<file path="src/rtl/ex_muldiv.sv">
// Iterative integer multiply/divide unit: radix-2 shift-add multiply and restoring
// shift-subtract divide over XLEN cycles, with registered result and writeback.
module ex_muldiv #(
    parameter int XLEN   = 32,
    parameter int REG_AW = 5
) (
    input  logic              clk,
    input  logic              rst,
    input  logic              start_i,
    input  logic [2:0]        op_i,
    input  logic [XLEN-1:0]   a_i,
    input  logic [XLEN-1:0]   b_i,
    input  logic [REG_AW-1:0] w_addr_i,
    input  logic              flush_i,
    output logic              busy_o,
    output logic              done_o,
    output logic [XLEN-1:0]   result_o,
    output logic              w_enable_o,
    output logic [REG_AW-1:0] w_addr_o
);
    localparam int CW = $clog2(XLEN);

    typedef enum logic [1:0] {IDLE, CALC, FIX, DONE} state_t;
    state_t state_q, state_d;

    logic [2:0]        op_q;
    logic [XLEN-1:0]   hi_q, lo_q, opb_q;
    logic              neg_a_q, neg_b_q;
    logic [REG_AW-1:0] addr_q;
    logic [CW-1:0]     cnt_q;

    // Request decode
    logic            is_div, a_signed, b_signed, a_neg, b_neg, div_zero, ovf, fast, accept;
    logic [XLEN-1:0] a_mag, b_mag, fast_res;

    always_comb begin
        is_div   = op_i[2];
        a_signed = (op_i == 3'd1) || (op_i == 3'd2) || (op_i == 3'd4) || (op_i == 3'd6);
        b_signed = (op_i == 3'd1) || (op_i == 3'd4) || (op_i == 3'd6);
        a_neg    = a_signed & a_i[XLEN-1];
        b_neg    = b_signed & b_i[XLEN-1];
        a_mag    = a_neg ? -a_i : a_i;
        b_mag    = b_neg ? -b_i : b_i;
        div_zero = is_div && (b_i == '0);
        ovf      = is_div && !op_i[0] && (a_i == {1'b1, {(XLEN-1){1'b0}}}) && (b_i == '1);
        fast     = div_zero || ovf;
        if (div_zero) fast_res = op_i[1] ? a_i : '1;
        else          fast_res = op_i[1] ? '0 : a_i;
        accept   = ((state_q == IDLE) || (state_q == DONE)) && start_i && !flush_i;
    end

    // One iteration step for each algorithm
    logic [XLEN:0]   sum, rs, diff;
    logic [XLEN-1:0] mul_hi_n, mul_lo_n, div_hi_n, div_lo_n;
    logic            ge;

    always_comb begin
        sum      = {1'b0, hi_q} + (lo_q[0] ? {1'b0, opb_q} : '0);
        mul_hi_n = sum[XLEN:1];
        mul_lo_n = {sum[0], lo_q[XLEN-1:1]};
        rs       = {hi_q, lo_q[XLEN-1]};
        diff     = rs - {1'b0, opb_q};
        ge       = !diff[XLEN];
        div_hi_n = ge ? diff[XLEN-1:0] : rs[XLEN-1:0];
        div_lo_n = {lo_q[XLEN-2:0], ge};
    end

    // Sign correction and result selection
    logic [2*XLEN-1:0] prod, prod_s;
    logic [XLEN-1:0]   quot, rem, fix_res;

    always_comb begin
        prod   = {hi_q, lo_q};
        prod_s = (neg_a_q ^ neg_b_q) ? -prod : prod;
        quot   = (neg_a_q ^ neg_b_q) ? -lo_q : lo_q;
        rem    = neg_a_q ? -hi_q : hi_q;
        if (op_q[2])              fix_res = op_q[1] ? rem : quot;
        else if (op_q == 3'd0)    fix_res = prod_s[XLEN-1:0];
        else                      fix_res = prod_s[2*XLEN-1:XLEN];
    end

    always_ff @(posedge clk) begin
        if (rst) state_q <= IDLE;
        else     state_q <= state_d;
    end

    always_comb begin
        state_d = state_q;
        if (flush_i) state_d = IDLE;
        else begin
            case (state_q)
                IDLE, DONE: state_d = accept ? (fast ? DONE : CALC) : IDLE;
                CALC:       state_d = (cnt_q == CW'(XLEN-1)) ? FIX : CALC;
                FIX:        state_d = DONE;
                default:    state_d = IDLE;
            endcase
        end
    end

    logic              busy_d, done_d, wen_d;
    logic [XLEN-1:0]   result_d;
    logic [REG_AW-1:0] waddr_d;

    always_comb begin
        busy_d   = (state_d == CALC) || (state_d == FIX);
        done_d   = 1'b0;
        wen_d    = 1'b0;
        result_d = result_o;
        waddr_d  = w_addr_o;
        if (state_d == DONE) begin
            done_d = 1'b1;
            if (state_q == FIX) begin
                result_d = fix_res;
                waddr_d  = addr_q;
                wen_d    = (addr_q != '0);
            end else begin
                result_d = fast_res;
                waddr_d  = w_addr_i;
                wen_d    = (w_addr_i != '0);
            end
        end
    end

    always_ff @(posedge clk) begin
        if (rst) begin
            busy_o     <= 1'b0;
            done_o     <= 1'b0;
            w_enable_o <= 1'b0;
            result_o   <= '0;
            w_addr_o   <= '0;
        end else begin
            busy_o     <= busy_d;
            done_o     <= done_d;
            w_enable_o <= wen_d;
            result_o   <= result_d;
            w_addr_o   <= waddr_d;
        end
    end

    // MUL keeps the multiplier in lo and multiplicand in opb; DIV keeps dividend in lo, divisor in opb
    always_ff @(posedge clk) begin
        if (rst) begin
            cnt_q   <= '0;
            op_q    <= '0;
            hi_q    <= '0;
            lo_q    <= '0;
            opb_q   <= '0;
            neg_a_q <= 1'b0;
            neg_b_q <= 1'b0;
            addr_q  <= '0;
        end else if (accept) begin
            cnt_q   <= '0;
            op_q    <= op_i;
            hi_q    <= '0;
            lo_q    <= is_div ? a_mag : b_mag;
            opb_q   <= is_div ? b_mag : a_mag;
            neg_a_q <= a_neg;
            neg_b_q <= b_neg;
            addr_q  <= w_addr_i;
        end else if (state_q == CALC) begin
            cnt_q <= cnt_q + 1'b1;
            hi_q  <= op_q[2] ? div_hi_n : mul_hi_n;
            lo_q  <= op_q[2] ? div_lo_n : mul_lo_n;
        end
    end
endmodule

</file>
<file path="config.mk">
export PLATFORM = sky130hd
export DESIGN_NAME = ex_muldiv
export DESIGN_NICKNAME = d
export VERILOG_FILES = /design/src/rtl/ex_muldiv.sv
export SDC_FILE = /design/constraint.sdc
export NUM_CORES = 1
export LEC_CHECK = 0
export ABC_AREA = 1
export CAP_MARGIN = 25
export CORE_UTILIZATION = 35
export CTS_BUF_LIST = sky130_fd_sc_hd__clkbuf_4
export DETAILED_ROUTE_END_ITERATION = 10
export GPL_TIMING_DRIVEN = 0
export PLACE_DENSITY = 0.49
export SLEW_MARGIN = 20
export SYNTH_ARGS = -nofsm -noshare
export SYNTH_HDL_FRONTEND = slang
export SYNTH_SLANG_ARGS = --single-unit
</file>
<file path="constraint.sdc">
create_clock -name clk -period 5.7 [get_ports clk]
set_input_delay 0.855 -clock clk [delete_from_list [all_inputs] [get_ports clk]]
set_output_delay 0.855 -clock clk [all_outputs]
set_load 0.01 [all_outputs]
</file>
; ---- After elaboration in Yosys (flattened, before gate mapping)
; Cells that the tools add are included.
[totals]
in_bits = 76
reg_bits = 153
wordCells = 93
[classes]
n_reduce_logical = 26
mux = 28
n_eq_ne = 13
bitwise_logic = 4
add_sub_neg = 8
[ops]
columns = cell, n
row1 = 32-bit 2-to-1 mux, 19
row2 = 32-bit negator, 4
row3 = 32-bit equality test (second input constant), 2
row4 = 64-bit 2-to-1 mux, 1
row5 = 64-bit negator, 1
row6 = 32-bit by 32-bit adder with 33-bit output, 1
row7 = 33-bit by 32-bit subtractor with 33-bit output, 1
row8 = 32-bit zero test, 1
row9 = 5-bit nonzero test, 2
row10 = 2-bit equality test (second input constant), 4
row11 = 1-bit logical OR, 8
row12 = 2-bit 2-to-1 mux, 4
row13 = 3-bit equality test (second input constant), 2
row14 = 1-bit logical AND, 6
row15 = 2-bit case mux with 3 select lines, 1
row16 = 2-bit OR reduction, 3
row17 = 5-bit by 1-bit adder with 5-bit output (second input constant), 1
row18 = 5-bit equality test (second input constant), 1
row19 = 5-bit 2-to-1 mux, 1
row20 = 2-bit by 1-bit equality test with 1-bit output (second input constant), 2
row21 = 3-bit by 1-bit equality test with 1-bit output (second input constant), 1
row22 = 3-bit by 2-bit equality test with 1-bit output (second input constant), 1
row23 = 1-bit zero test, 3
row24 = 3-bit zero test, 1
row25 = 6 further kinds, 8

; ---- Longest topological paths before layout
; Gate-level depths: netlist of run 1.
[logic_depth]
word_depth = 12
ltp_mapped = 20
mapped_depth_nobuf = 20

; ---- Worst setup path after synthesis of run 1
; Ideal clock, no wire load.
[synth_timing]
kind = input port to flip-flop
start = in a_i[1]
end = reg w_addr_o[2]
t_arrival_ps = 3046
path_slack_ps = 2539
required_time_ps = 5585
setup_time_ps = 115
path_buffers = 3
path_stages = 19
cell_sequence = inv_1 > ha_1 > nand3_2 > nor2_2 > nand4_1 > nor3_1 > nand2_1 > o21ai_0 > nand2_1 > nand2_1 > nand2_1 > nor2_1 > ha_1 > clkbuf_1 > inv_1 > clkbuf_1 > clkbuf_1 > o21ai_0 > inv_1
[synth_via]
elab_chain_cells = 9
[synth_lines]
columns = element, line
row1 = from (decl), 11  ; input logic [XLEN-1:0] a_i,
row2 = 32-bit equality test, 45  ; ovf = is_div && !op_i[0] && (a_i == {1'b1, {(XLEN-1){1'b0}}}) && (b_i == '1);
row3 = 1-bit logical AND (2 in a row), 45
row4 = 1-bit logical OR, 46  ; fast = div_zero || ovf;
row5 = 2-bit 2-to-1 mux (2 in a row), 92  ; IDLE, DONE: state_d = accept ? (fast ? DONE : CALC) : IDLE;
row6 = 2-bit case mux with 3 select lines, 91  ; case (state_q)
row7 = 2-bit 2-to-1 mux, 89  ; if (flush_i) state_d = IDLE;
row8 = net state_d[1], 24  ; state_t state_q, state_d;
row9 = 2-bit equality test, 110  ; if (state_d == DONE) begin
row10 = to (signal assigned), 136  ; w_addr_o <= waddr_d;
row11 = to (decl), 19  ; output logic [REG_AW-1:0] w_addr_o
; The timed path passes the listed nets, and every way through them passes these cells.
; A chain may end at the register's enable or synchronous reset.

; ---- Worst setup path in the final report of run 1
[layout_timing]
start = in b_i[0]
end = reg w_addr_o[4]
[layout_via]
elab_chain_cells = 8
elab_cells_between_ends = 10
cone_classes = eq/ne: 2 / mux: 4 / reduce/logical: 4
[layout_lines]
columns = element, line
row1 = from (decl), 12  ; input logic [XLEN-1:0] b_i,
row2 = 32-bit equality test or 32-bit zero test (tied branches), "45, 44"
row3 = 1-bit logical AND (on tied branches), "45, 44"
row4 = 1-bit logical OR *, 46
row5 = 2-bit 2-to-1 mux * (2 in a row), 92
row6 = 2-bit case mux with 3 select lines *, 91
row7 = 2-bit 2-to-1 mux *, 89
row8 = net state_d[1], 24
row9 = 2-bit equality test *, 110
; The timed path passes the listed nets; every way through them passes the cells marked *.

==> reports/results.txt, run 1 <==
In the routed layout, each cell is associated on average with a via count of 5.608. The global-route wire length before repair came out at 146700 µm. The total area inside the core boundary comes to 51720 µm². Post-CTS repair changed the size of 0 cells. The share of final-layout standard cells stronger than drive strength 1 is 5.089%, and the maximum VDD drop is 155.3 µV. The number of filler cells placed in the layout was 5977. For the placer congestion estimate, the log shows 1.068.

The cell type with the highest aggregate area in the netlist is sky130_fd_sc_hd__nand2_1. The initial utilization of the core area, before any placement, comes to 35.73%. Sequential elements use 16.57% of the synthesized area. The number of nets with antenna violations after detailed routing is 0.

The number of iterations in the first detailed-routing pass was 7; the complex-gate fraction of the synthesized area was 17.70%. The signed area change from the synthesized netlist to the final layout came out at 12.64%. Number of violations of the max-capacitance limit: 0.

In the synthesized netlist the dominant register cell turns out to be sky130_fd_sc_hd__dfxtp_1. The setup TNS was 0 ps; the distinct cell type count of the synthesized netlist was 55. The mean cell area of the mapped netlist was 5.450 µm²; the die width was 231.8 µm. On the final layout, the worst clock skew is 39.91 ps. The floorplan step defined a die boundary enclosing 53720 µm². After technology mapping, the gate count stands at 3391. Dividing the final minimum period by the clock period gives 74.19%. Final max-slew violation count: 0. Total of flip-flops plus latches after synthesis: 153. The worst hold path belongs to the class flip-flop to flip-flop. The run gives 6330 ps as the required time of the worst setup path. For the worst-skew pair, the clock arrives at the later sink with an insertion delay of 740 ps. The clock passes through at most 2 buffers.

In this run the static leakage power is 0.01025 µW. The half-perimeter wire length after placement is 85810 µm, and the maximum fanout along the worst path is 10. The run finished with clean final reports. Across the whole layout, storage elements account for 3063 µm².

The relative contribution of combinational cells to total power was 50.5%; the core occupancy in the finished layout was 40.25%. The post-synth net total is 3543, and the overall track demand over capacity in global routing is 37.59%. Final net count: 3676. The number of placed instances, taps included, is 4185. Clock tree synthesis found a total of 153 sinks. Cell internal power was estimated by the tool at 2116 µW. For this block, the initial DRC count from the detailed router was 2259. Of the total power, the clock network draws 19.9%. TritonCTS built the clock tree. The via count of the first global-routing pass is 22.37k. The final count of negative-setup-slack endpoints came out at 0. Clock period minus worst slack: 4229 ps. The simple logic cell fraction of the synthesized area is 43.69%, and the multi-input combinational cell area is 13000 µm². The maximum frequency from static timing analysis came out at 0.2365 GHz. After clock tree synthesis, the clock-pin slew on the worst setup and hold paths is 170 ps. After synthesis, the largest area contributor takes up 22.22% of total cell area. Summed over all nets, the switching power comes to 2152 µW. The category of the most critical setup path was input port to flip-flop. After detailed routing, the average wire length per cell comes to 24.01 µm. Once layout is complete, the cells apart from fillers number 4220. The count of buffers added on input and output ports is 114. The maximum number of pins on one net before global-route repair came out at 17.

The dominant combinational cell family by area after synthesis was simple AND/OR/NAND/NOR gates. The routed layout has 23.67k vias. The tools report the critical path launch point type as an input port.

Hold repair after CTS inserted 0 buffers. The root buffer cell chosen for the clock tree is sky130_fd_sc_hd__clkbuf_4. The xor/xnor cell area share of the yosys netlist is 3.697%, and the total power divided by cell area is 205.1 nW/µm². The smallest setup slack after layout is 1471 ps. Counting flops with a built-in enable in the synthesized netlist gives 0.

The post-CTS setup repair buffer count is 0, and the cell area after synthesis is 18480 µm². In the routed design, unresolved DRC markers number 0. The arithmetic-cell share of the synthesized area counting full adders, half adders and majority gates came out at 5.227%. In this run the number of H-tree levels came out at 4. In this run switching power makes up 50.42% of total power. The arrival time at the worst endpoint came out at 4860 ps. Registers are responsible for 29.6% of the overall power. By area the synthesized netlist is led by sky130_fd_sc_hd__nand2_1, sky130_fd_sc_hd__dfxtp_1, sky130_fd_sc_hd__nand3_1.

During synthesis, Yosys emitted a total of 0 warnings. Clock tree synthesis inserted a total of 17 buffers. The die is 231.8 µm tall. The total wire length after detailed routing was 101300 µm; the pin slew with the least headroom to its limit was 880.6 ps. Worst-case setup slack after placement: 760.5 ps. After floorplanning, the core was divided into 83 placement rows. The remaining global-route overflow was 0; the share of async-settable or async-resettable flops after synthesis was 0%. The initial antenna violation count is 4, and the max-slew headroom at the worst pin is 41.30%.

The final hold violation count is 0, and the minimum setup slack among reg-to-reg paths is 1910 ps. Setup repair after global routing left no endpoint under its margin. STA classifies the critical path endpoint as a flip-flop. 116 I/O pins were placed. The multiplexer fraction of the synthesized cell area came out at 0%.
[per-layer routing]
| metal | wire length [µm] | GRT usage (%) | vias up |
|---|---|---|---|
| met4 | 5757 | 20.17 | 4 |
| met1 | 42200 | 47.27 | 11030 |
| met3 | 8138 | 6.790 | 221 |
| li1 | - | - | 11260 |
| met2 | 45190 | 60.62 | 1155 |
| met5 | 26 | 0 | - |
[worst max-delay path, stage by stage]
cell	delay [ps]
sky130_fd_sc_hd__clkdlybuf4s50_1	550
sky130_fd_sc_hd__inv_1	170
sky130_fd_sc_hd__ha_1	210
sky130_fd_sc_hd__nand2_1	80
sky130_fd_sc_hd__nor2_2	130
sky130_fd_sc_hd__nand2_2	100
sky130_fd_sc_hd__nor3_1	190
sky130_fd_sc_hd__nand3_1	160
sky130_fd_sc_hd__o21ai_0	420
sky130_fd_sc_hd__nand2_1	120
sky130_fd_sc_hd__nand2_1	80
sky130_fd_sc_hd__nand2_1	60
sky130_fd_sc_hd__nor2_1	110
sky130_fd_sc_hd__ha_1	190
sky130_fd_sc_hd__clkbuf_1	380
sky130_fd_sc_hd__inv_1	160
sky130_fd_sc_hd__clkbuf_1	320
sky130_fd_sc_hd__clkbuf_1	300
sky130_fd_sc_hd__o21ai_0	220
sky130_fd_sc_hd__inv_1	50
[cell usage in the layout (no fill, tap or decap), types with 28 or more instances in the layout]
cell type / netlist / routed
sky130_fd_sc_hd__inv_1: 435 / 435
sky130_fd_sc_hd__nand2_2: 28 / 28
sky130_fd_sc_hd__buf_2: 29 / 29
sky130_fd_sc_hd__clkbuf_1: 77 / 77
sky130_fd_sc_hd__nand3_1: 367 / 367
sky130_fd_sc_hd__ha_1: 74 / 74
sky130_fd_sc_hd__dfxtp_1: 153 / 153
sky130_fd_sc_hd__a21oi_1: 261 / 261
sky130_fd_sc_hd__nor2_1: 306 / 306
sky130_fd_sc_hd__clkdlybuf4s50_1: 0 / 114
sky130_fd_sc_hd__o21ai_0: 153 / 153
sky130_fd_sc_hd__nand2_1: 1094 / 1094
sky130_fd_sc_hd__xor2_1: 66 / 66
sky130_fd_sc_hd__a221oi_1: 32 / 32
sky130_fd_sc_hd__o211ai_1: 40 / 40
[final timing paths]
path,end,cells past startpoint,from
hold reg to reg,result_o[18],2,result_o[18]
hold / removal,result_o[18],2,result_o[18]
setup / recovery,w_addr_o[4],20,b_i[0]
setup reg to reg,result_o[17],13,state_q[0]
[cells by family (layout without fill, tap and decap cells)]
logic type                 after synthesis  in the layout
AOI/OAI and AO/OA                      573            573
xor gates and xnor gates                78             78
adders and majority gates               76             76
buffers and inverters                  598            744
DFF                                    153            153
other                                    0              3
and+or+nand+nor                       1913           1913
[cell usage after synthesis (all sizes together) (5+ instances only)]
| master | instances |
|---|---|
| ha | 74 |
| nor2 | 326 |
| a221oi | 32 |
| nand3 | 373 |
| o21bai | 17 |
| clkbuf | 78 |
| inv | 454 |
| o21ai | 172 |
| xnor2 | 12 |
| nand4 | 22 |
| nand2 | 1124 |
| o211ai | 40 |
| a22oi | 13 |
| a21o | 5 |
| o22ai | 5 |
| nor4 | 8 |
| nor3 | 29 |
| nand3b | 17 |
| dfxtp | 153 |
| a21oi | 265 |
| xor2 | 66 |
| buf | 63 |
| or2 | 9 |
| a31oi | 17 |
[sequential cells by signal (all words and copies together), names as in the netlist]
| signal | flops |
|---|---|
| hi_q | 32 |
| lo_q | 32 |
| opb_q | 32 |
| result_o | 32 |
| addr_q | 5 |
| cnt_q | 5 |
| w_addr_o | 5 |
| op_q | 3 |
| state_q | 2 |
| busy_o | 1 |
| done_o | 1 |
| neg_a_q | 1 |
| neg_b_q | 1 |
| w_enable_o | 1 |
[final cells by class]
| cell class | count | share of cell area [%] |
|---|---|---|
| Inverter | 457 | 8.283 |
| Clock inverter | 15 | 1.004 |
| Antenna cell | 3 | 0.03606 |
| Multi-Input combinational cell | 2640 | 62.43 |
| Sequential cell | 153 | 14.71 |
| Tap cell | 680 | 4.087 |
| Timing Repair Buffer | 114 | 5.482 |
| Buffer | 141 | 3.354 |
| Clock buffer | 17 | 0.6131 |
[through the flow]
stage / cell area, µm² / power (µW) / hold WS [ps]
after floorplan: 18480 / 2554 / 444.1
after global placement: 20470 / 3375 / 451.1
after detailed placement: 20470 / 3373 / 458.7
after CTS: 20810 / 4225 / 479.9
after global routing: 20820 / 4513 / 496.1
final: 20820 / 4268 / 477.5
[power groups by stage]
stage               Sequential, µW  Clock [µW]  Combinational [µW]
global placement              1280           0                2090
floorplan                     1200           0                1360
CTS                           1260         866                2100
detailed placement            1280           0                2090
finish                        1260         849                2150
global route                  1260         899                2350
No activity file was read; power rests on OpenSTA's default activity.
==> run 2, diff against run 1 <==
==> constraint.sdc (replaced) <==
create_clock -name clk -period 4.1 [get_ports clk]
set_input_delay 0.615 -clock clk [delete_from_list [all_inputs] [get_ports clk]]
set_output_delay 0.615 -clock clk [all_outputs]
set_load 0.01 [all_outputs]
==> run 2 against run 1 <==
  * Core utilization about the same
  * Clock skew up 0.71 ps
  * Sequential cell count unchanged
  * Register-to-register slack worse by 1500 ps
  * Critical path type unchanged
  * Largest power group unchanged
==> reports/results.txt, run 2 (synthesis results as in run 1) <==
The arrival time at the worst endpoint was 4380 ps (was 4860 ps). The clock latency reported for the late side of the worst-skew pair is 750 ps (was 740 ps), and the maximum fanout along the worst path is 10 (unchanged). The biggest cell delay along the critical path came out at 530 ps (was 550 ps).

The count of buffers from port buffering was 114 (unchanged). Most utilized layer in the global route result: met2 (unchanged). The core footprint came out at 51720 µm² (unchanged). The tools report the critical path launch point type as an input port (unchanged). Total power divided by cell area: 285.5 nW/µm² (was 205.1 nW/µm²). For the final count of negative-setup-slack endpoints, the log shows 0 (unchanged). Post-CTS setup repair buffer count: 0 (unchanged).

The die width was 231.8 µm (unchanged). The logs give 47.27% (unchanged) for the met1 routing resource usage after global routing and 4740 ps (was 6330 ps) for the required time of the worst setup path. The type of element capturing the critical path was a flip-flop (unchanged).

The run gives 35.73% (unchanged) as the effective utilization at floorplan. For the number of gates resized after CTS, the log shows 0 (unchanged). The share of final-layout standard cells stronger than drive strength 1 came out at 5.090% (was 5.089%).

The depth of the most critical reg-to-reg path came out at 12 (was 13). Clock slew at the register clock pins of the worst setup and hold paths: 170 ps (about the same). The full die area is 53720 µm² (unchanged). For the final clock skew, the log shows 40.62 ps (was 39.91 ps). The category of the most critical setup path was input port to flip-flop (unchanged).

Cell-by-cell trace of the critical path: clkdlybuf4s50_1, inv_1, ha_1, nand3_2, nor2_2, nand4_1, nor3_1, nand2_1, o21ai_1, nand2_1, nand2_1, nand2_1, nor2_1, ha_1, inv_1, clkbuf_1, clkbuf_1, o21ai_0, inv_1 (was clkdlybuf4s50_1, inv_1, ha_1, nand2_1, nor2_2, nand2_2, nor3_1, nand3_1, o21ai_0, nand2_1, nand2_1, nand2_1, nor2_1, ha_1, clkbuf_1, inv_1, clkbuf_1, clkbuf_1, o21ai_0, inv_1). The run gives 2999 µW (was 2152 µW) as the net switching power figure. Post-cts hold buffer count: 0 (unchanged). Switching share of total power: 50.48% (was 50.42%). After layout, the worst path uses 91.37% of the clock period. The signed area change from the synthesized netlist to the final layout came out at 12.62% (was 12.64%). The initial antenna violation count came out at 4 (unchanged). The tools report the maximum number of pins on one net before global-route repair as 17 (unchanged). The total wire length after detailed routing is 101600 µm (was 101300 µm), and the portion of total power attributed to sequential cells is 29.6% (about the same).

Leading cell types in the layout, fill and taps excluded: sky130_fd_sc_hd__nand2_1, sky130_fd_sc_hd__inv_1, sky130_fd_sc_hd__nand3_1 (unchanged). The global-route wire length before repair is 146700 µm (unchanged), and the met2 usage is 60.62% (unchanged). The remaining global-route overflow is 0 (unchanged), and the number of iterations in the first detailed-routing pass is 8 (was 7).

The clock period minus worst slack is 3746 ps, and the cell row count is 83 (unchanged). The via count of the first global-routing pass is 22.37k (unchanged), and the pin slew with the least headroom to its limit is 887.2 ps (was 880.6 ps). The cell depth of the worst hold path is 2 (unchanged).

The logic depth of the worst setup path including buffers is 19 (was 20), and the violation count after the first detailed-route iteration is 2334 (was 2259). The routed wire length per instance works out to 24.07 µm (was 24.01 µm). The number of sinks driven by the clock tree was 153 (unchanged); the half-perimeter wire length after placement was 85810 µm (unchanged). The number of nets with antenna violations after detailed routing was 0 (unchanged). The setup TNS is 0 ps (unchanged), and the number of clock buffers inserted by TritonCTS is 17 (unchanged). The vertical die dimension is 231.8 µm (unchanged). The via density per instance is 5.632 (was 5.608), and the overall track demand over capacity in global routing is 37.59% (unchanged). The category of cells accounting for the largest share of critical-path delay is buffers and inverters (unchanged).

Based on the critical path, the design can be clocked at up to 0.2669 GHz. The final max-slew violation count was 0 (unchanged); the boundary pin count was 116 (unchanged). The most common library cell in the layout ignoring fill and taps is sky130_fd_sc_hd__nand2_1 (unchanged). The total power is 5941 µW (was 4268 µW), and the worst path buffer plus inverter count is 6 (was 7). The run gives 0 (unchanged) as the number of violations of the max-capacitance limit.

The max-slew headroom at the worst pin is 40.85% (was 41.30%). TritonCTS built the clock tree. The slowest cell on the critical path is sky130_fd_sc_hd__clkdlybuf4s50_1 (unchanged). The part of the total power dissipated in the clock network is 19.9% (about the same). The relative contribution of combinational cells to total power is 50.5% (about the same), and the via count is 23.76k (was 23.67k).

The most prevalent standard cell on the critical path was sky130_fd_sc_hd__nand2_1 (unchanged). The internal power came out at 2942 µW (was 2116 µW). The met3 usage in global routing was 6.790% (unchanged).

The tools report the total leakage power as 0.01025 µW (about the same). Final net count: 3675 (was 3676). Class of the tightest hold or removal check: flip-flop to flip-flop (unchanged).

Cell at the root of the clock tree: sky130_fd_sc_hd__clkbuf_4 (unchanged). The run finished with clean final reports. Setup repair after global routing left no endpoint under its margin.

The maximum VDD drop came out at 216.2 µV (was 155.3 µV). The tools report the placer congestion estimate as 1.068 (unchanged). The number of H-tree levels is 4 (unchanged).

Number of filler cells placed in the layout: 5976 (was 5977). The run gives 0 (unchanged) as the number of remaining DRC errors. The run gives 2 (unchanged) as the maximum root-to-sink buffer count. For the final hold violation count, the log shows 0 (unchanged).
[run 2: cell type report]
cell class	count	area [µm²]	area share [%]
diodes	3	7.507	0.03607
flip-flops and latches	153	3063	14.72
inverters	457	1724	8.284
plain buffers	140	694.4	3.337
multi-input cells	2640	13000	62.44
well taps	680	850.8	4.088
repair buffers	114	1141	5.483
clock inverters	15	209.0	1.004
clock buffers	17	127.6	0.6132
[run 2: metal layers]
layer  part of all wire, %  routed length (µm)
met2                    45               45370
met5                 0.026                  26
met4                   5.6                5733
met3                   7.9                8046
met1                    42               42380
[run 2: power by group through the flow]
stage | Clock [µW] | Combinational, µW | Sequential [µW]
after floorplan | 0 | 1880 | 1670
after global placement | 0 | 2910 | 1780
after detailed placement | 0 | 2910 | 1780
after CTS | 1200 | 2920 | 1750
after global routing | 1250 | 3270 | 1750
final | 1180 | 3000 | 1760
[run 2: path summary, 6_finish.rpt]
| kind | startpoint | end | slack, ps |
|---|---|---|---|
| max | a_i[0] | w_addr_o[4] | 350 |
| min | result_o[18] | result_o[18] | 480 |
| max reg2reg | state_q[0] | result_o[17] | 410 |
| min reg2reg | result_o[18] | result_o[18] | 480 |
[run 2: tightest hold or removal path, cell delays in order (launching register included)]
cell and delay, ps:
sky130_fd_sc_hd__dfxtp_1 350, sky130_fd_sc_hd__nand2_1 60, sky130_fd_sc_hd__a21oi_1 50
[run 2: through the flow]
stage	hold slack [ps]	std cells	cell area [µm²]	utilization [%]	setup WS (ps)
after floorplan	444.1	3391	18480	-	1179
after global placement	451.1	4185	20470	39.58	-579.6
after detailed placement	458.7	4185	20470	39.58	-599.5
after CTS	394.9	4217	20810	40.24	229.4
after global routing	490.9	4219	20810	40.24	133.1
final	477.7	4219	20810	40.24	353.9
